[src/rtl/cfg_chain_loader.sv]
// Serial configuration chain driver: collects a frame over a byte stream, shifts it
// into a user chain via shift_clk/shift_dta, and optionally re-shifts it while checking the tail.
//
// state  | meaning
// -------+-------------------------------------------------------------
// IDLE   | accepting frame bytes, in_ready high
// LOAD   | shifting the frame into the chain, buffer MSB first
// VERIFY | re-shifting the frame while comparing the chain tail
// DONE   | one-cycle done pulse, then back to IDLE
module cfg_chain_loader #(
    parameter int CHAIN_LEN = 128,
    parameter int HALF      = 4
) (
    input  logic       clk,
    input  logic       rst_n,
    input  logic [7:0] in_data,
    input  logic       in_valid,
    output logic       in_ready,
    input  logic       verify_en,
    input  logic       chain_out,
    output logic       shift_clk,
    output logic       shift_dta,
    output logic       busy,
    output logic       done,
    output logic       error,
    output logic [7:0] mismatch_cnt
);

    localparam int NBYTES   = CHAIN_LEN / 8;
    localparam int BCW      = (NBYTES > 1) ? $clog2(NBYTES) : 1;
    localparam int BW       = $clog2(CHAIN_LEN);
    localparam int PW       = $clog2(2 * HALF);
    localparam bit ONE_BYTE = (NBYTES == 1);

    typedef enum logic [1:0] {
        S_IDLE,
        S_LOAD,
        S_VERIFY,
        S_DONE
    } state_t;

    state_t               state;
    logic [CHAIN_LEN-1:0] frame_buf;
    logic [BCW-1:0]       byte_cnt;
    logic [PW-1:0]        phase;
    logic [BW-1:0]        bit_idx;
    logic                 verify_lat;
    logic                 sync1;
    logic                 sync2;

    logic [BW-1:0]        wr_base;
    logic [BW-1:0]        bit_next;
    logic [BW-1:0]        tx_idx;
    logic                 first_bit;

    assign wr_base   = BW'(CHAIN_LEN - 1 - 8 * int'(byte_cnt));
    assign bit_next  = bit_idx + BW'(1);
    assign tx_idx    = BW'(CHAIN_LEN - 1) - bit_next;
    // A one-byte chain has its top bit arriving in the same cycle the load starts.
    assign first_bit = ONE_BYTE ? in_data[7] : frame_buf[CHAIN_LEN-1];

    always_ff @(posedge clk) begin
        if (!rst_n) begin
            state        <= S_IDLE;
            frame_buf    <= '0;
            byte_cnt     <= '0;
            phase        <= '0;
            bit_idx      <= '0;
            verify_lat   <= 1'b0;
            sync1        <= 1'b0;
            sync2        <= 1'b0;
            shift_clk    <= 1'b0;
            shift_dta    <= 1'b0;
            in_ready     <= 1'b1;
            busy         <= 1'b0;
            done         <= 1'b0;
            error        <= 1'b0;
            mismatch_cnt <= '0;
        end else begin
            sync1 <= chain_out;
            sync2 <= sync1;
            done  <= 1'b0;

            case (state)
                S_IDLE: begin
                    if (in_valid) begin
                        frame_buf[wr_base -: 8] <= in_data;
                        if (byte_cnt == '0) begin
                            mismatch_cnt <= '0;
                            error        <= 1'b0;
                        end
                        if (byte_cnt == BCW'(NBYTES - 1)) begin
                            byte_cnt   <= '0;
                            verify_lat <= verify_en;
                            state      <= S_LOAD;
                            in_ready   <= 1'b0;
                            busy       <= 1'b1;
                            phase      <= '0;
                            bit_idx    <= '0;
                            shift_clk  <= 1'b0;
                            shift_dta  <= first_bit;
                        end else begin
                            byte_cnt <= byte_cnt + BCW'(1);
                        end
                    end
                end

                S_LOAD, S_VERIFY: begin
                    // Tail is sampled on the last low-phase cycle, well after the synchronizer settles.
                    if (state == S_VERIFY && phase == PW'(HALF - 1) && sync2 != shift_dta
                        && mismatch_cnt != 8'hFF) begin
                        mismatch_cnt <= mismatch_cnt + 8'd1;
                        error        <= 1'b1;
                    end

                    if (phase == PW'(2 * HALF - 1)) begin
                        phase     <= '0;
                        shift_clk <= 1'b0;
                        if (bit_idx == BW'(CHAIN_LEN - 1)) begin
                            bit_idx <= '0;
                            if (state == S_LOAD && verify_lat) begin
                                state     <= S_VERIFY;
                                shift_dta <= frame_buf[CHAIN_LEN-1];
                            end else begin
                                state <= S_DONE;
                                busy  <= 1'b0;
                                done  <= 1'b1;
                            end
                        end else begin
                            bit_idx   <= bit_next;
                            shift_dta <= frame_buf[tx_idx];
                        end
                    end else begin
                        phase <= phase + PW'(1);
                        if (phase == PW'(HALF - 1))
                            shift_clk <= 1'b1;
                    end
                end

                S_DONE: begin
                    state    <= S_IDLE;
                    in_ready <= 1'b1;
                end

                default: begin
                    state    <= S_IDLE;
                    in_ready <= 1'b1;
                    busy     <= 1'b0;
                end
            endcase
        end
    end

endmodule
[config.mk]
export PLATFORM = sky130hd
export DESIGN_NAME = cfg_chain_loader
export DESIGN_NICKNAME = d
export VERILOG_FILES = /design/src/rtl/cfg_chain_loader.sv
export SDC_FILE = /design/constraint.sdc
export NUM_CORES = 1
export LEC_CHECK = 0
export CAP_MARGIN = 20
export CORE_ASPECT_RATIO = 0.75
export CORE_MARGIN = 1.5
export CORE_UTILIZATION = 45
export DETAILED_ROUTE_END_ITERATION = 12
export PLACE_DENSITY = 0.69
export SLEW_MARGIN = 15
export SYNTH_ARGS = -nofsm -noshare
export SYNTH_HDL_FRONTEND = slang
export SYNTH_SLANG_ARGS = --single-unit
[constraint.sdc]
create_clock -name clk -period 2.7 [get_ports clk]
set_input_delay 0.405 -clock clk [delete_from_list [all_inputs] [get_ports clk]]
set_output_delay 0.405 -clock clk [all_outputs]
set_load 0.05 [all_outputs]
==> flow_summary.json <==
{
  "maxCapViolCount": 0,
  "die_w_um": 156,
  "final_common_cell": "nand2_1",
  "crit_path_start": "bit_idx[1]$_SDFFE_PN0P_",
  "vias_per_cell": 5.38,
  "netlist_area_um2": 7940,
  "buffer_ports.inserted": 26,
  "vias": 6591,
  "fin_area_um2": 9080,
  "rr_endpoint": "shift_dta$_SDFFE_PN0P_",
  "synth_area_leaders": "dfxtp_1 (41%), nand2_1 (12%), and2_1 (9.0%), o21ai_0 (7.1%), mux4_2 (5.7%)",
  "setup_violations": 0,
  "start_util_pct": 46.6,
  "synth_top_area_cell": "dfxtp_1",
  "seq_area_frac_synth_pct": 40.6,
  "p_leak_nw": 3.29,
  "cts_max_level": 4,
  "required_ns": 3.03,
  "hpwl_um": 13900,
  "synth_cell_types": 49,
  "num-nets-final": 1004,
  "layout-area-overhead-vs-synth_pct": 14.5,
  "cts_tree": "yes",
  "die_h_um": 118,
  "worst_path_max_delay_cell": "mux4_1",
  "insertion_delay_ns": 0.44,
  "crit_type": "register to register",
  "overflow": 0,
  "crit_family": "multiplexers",
  "slew_headroom_pct": 54.4,
  "cp_cell_sequence": "ha_1 -> xnor2_4 -> mux4_1 -> mux2_2 -> o22a_1 -> a21oi_1 -> a31oi_1",
  "cts_hold_buf": 0,
  "timing.rr.start": "bit_idx[1]$_SDFFE_PN0P_",
  "syn_area_per_cell_um2": 8.20,
  "final_cell_mix": "nand2_1 (245), dfxtp_1 (160), and2_1 (114)",
  "synth_nets": 996,
  "drt-total-wl_um": 20300,
  "die_area_um2": 18400,
  "clockBufferDepth": 2,
  "synth_edf_count": 0,
  "final_antenna_net_count": 0,
  "clkSinkCount": 161,
  "ios": 27,
  "cts_buffers": 17,
  "placement_rows": 41,
  "path_depth": 7,
  "fin_skew_ns": 0.0111,
  "grt_pass1_vias": 5880,
  "drive_above_1_share_pct": 8.59,
  "place_area_um2": 8430,
  "drtIter0Drc": 626,
  "firstDrtPassIters": 5,
  "grt_usage_pct": 23.0,
  "start_kind": "register",
  "avgRoutedWirePerCell_um": 16.6,
  "grt_pass1_wl_um": 32800,
  "core-area_um2": 17000,
  "ctsResizeCount": 0,
  "cellPowerDensity_nw_per_um2": 701,
  "setup.worst_path.end_class": "register",
  "place_congestion": 0.871,
  "reg2regPathDepth": 7,
  "ys_seq_elements": 161,
  "critical_path_arrival_ns": 2.80,
  "crit_path_end": "shift_dta$_SDFFE_PN0P_",
  "root_buffer": "clkbuf_16",
  "holdPathStages": 1,
  "peakVddDrop_v": 0.000405,
  "grt_max_degree": 83,
  "rsz0062_at_grt": "no",
  "path_buf_inv": 0,
  "clkTransAtPathRegs_ns": 0.07,
  "drc": 0,
  "synthCells": 968,
  "drv_slew": 0,
  "slowest_delay_ns": 0.60,
  "hp-class": "register to register",
  "synth_flop_cell": "dfxtp_1",
  "reg2reg_slack_ns": 0.23,
  "hold_viol_final": 0,
  "finalCritPeriodShare_pct": 91.6,
  "fin_crit_ns": 2.47,
  "async_flop_share_pct": 0,
  "worstMarginPinSlew_ns": 0.683,
  "fin_setup_tns_ns": 0,
  "max_freq_mhz": 404,
  "status": "finished, final reports clean",
  "n_antenna_cell": 0,
  "ys_warn_count": 0,
  "cts_setup_buffers": 0,
  "critPathMaxFanout": 7,
  "synth_largest_type_area_fraction_pct": 40.6,
  "antenna_found_initial": 0
}
==> worst min path at each step <==
stage	start	slack [ns]	endpoint
after floorplan	sync1$_SDFF_PN0_	0.41	sync2$_SDFF_PN0_
final	sync1$_SDFF_PN0_	0.43	sync2$_SDFF_PN0_
after CTS	sync1$_SDFF_PN0_	0.44	sync2$_SDFF_PN0_
after global routing	sync1$_SDFF_PN0_	0.48	sync2$_SDFF_PN0_
after global placement	sync1$_SDFF_PN0_	0.42	sync2$_SDFF_PN0_
after detailed placement	sync1$_SDFF_PN0_	0.43	sync2$_SDFF_PN0_
==> cells by family after synthesis <==
family	count (synthesis)	synth area share [%]
AO/OA/AOI/OAI	202	15.4
XOR/XNOR	8	0.978
adder cells (fa/ha/maj)	15	2.37
buffers and inverters	68	3.64
flip-flops	161	40.6
multiplexers	35	8.44
AND/OR/NAND/NOR	479	28.6
==> flip-flops by register name (all words and copies together) (netlist names), 2 cells and up <==
register,count
frame_buf,128
mismatch_cnt,8
bit_idx,7
byte_cnt,4
phase,3
state,2
==> routing by layer <==
layer  GRT usage (%)  vias to the layer above  part of all wire, %
li1                -                     3316                    -
met1            36.1                     3092                   52
met2            30.8                      168                   41
met3            6.00                       15                  6.4
met4            5.24                        0                 0.89
met5               0                        -                    0
==> worst reg2reg max path: stages, from the launching register on <==
cell and delay (ns):
dfxtp_1 0.36, ha_1 0.27, xnor2_4 0.37, mux4_1 0.60, mux2_2 0.29, o22a_1 0.22
a21oi_1 0.16, a31oi_1 0.09
==> where the power goes <==
group	switching, mW	internal [mW]
clock	1.09	1.58
combinational	0.805	0.353
sequential	0.0797	2.46
total	1.98	4.39
==> area by class of cell <==
type	instances	area [um^2]
Clock buffer	17	425
Clock inverter	15	221
Fill cell	1597	7950
Inverter	10	37.5
Multi-Input combinational cell	739	4430
Sequential cell	161	3220
Tap cell	236	295
Timing Repair Buffer	47	444
==> cell usage after synthesis (all sizes together), types with 10 or more instances <==
master / instances
a21boi: 44
a21oi: 10
and2: 114
buf: 15
clkbuf: 43
dfxtp: 161
ha: 15
inv: 10
mux4: 24
nand2: 245
nand3: 51
nor2: 23
nor2b: 14
nor3: 10
o21ai: 113
==> stage by stage <==
stage / total power [mW] / instances / utilization, % / hold WS (ns) / setup slack [ns]
after global routing: 6.63 / 1225 / 53.3 / 0.477 / 0.0869
after floorplan: 3.33 / 968 / - / 0.412 / 0.304
after global placement: 3.72 / 1193 / 49.5 / 0.423 / 0.193
after detailed placement: 3.72 / 1193 / 49.5 / 0.428 / 0.156
after CTS: 6.37 / 1225 / 53.3 / 0.440 / 0.143
final: 6.37 / 1225 / 53.3 / 0.434 / 0.227
Note: power is estimated with default switching activity, not from simulation.
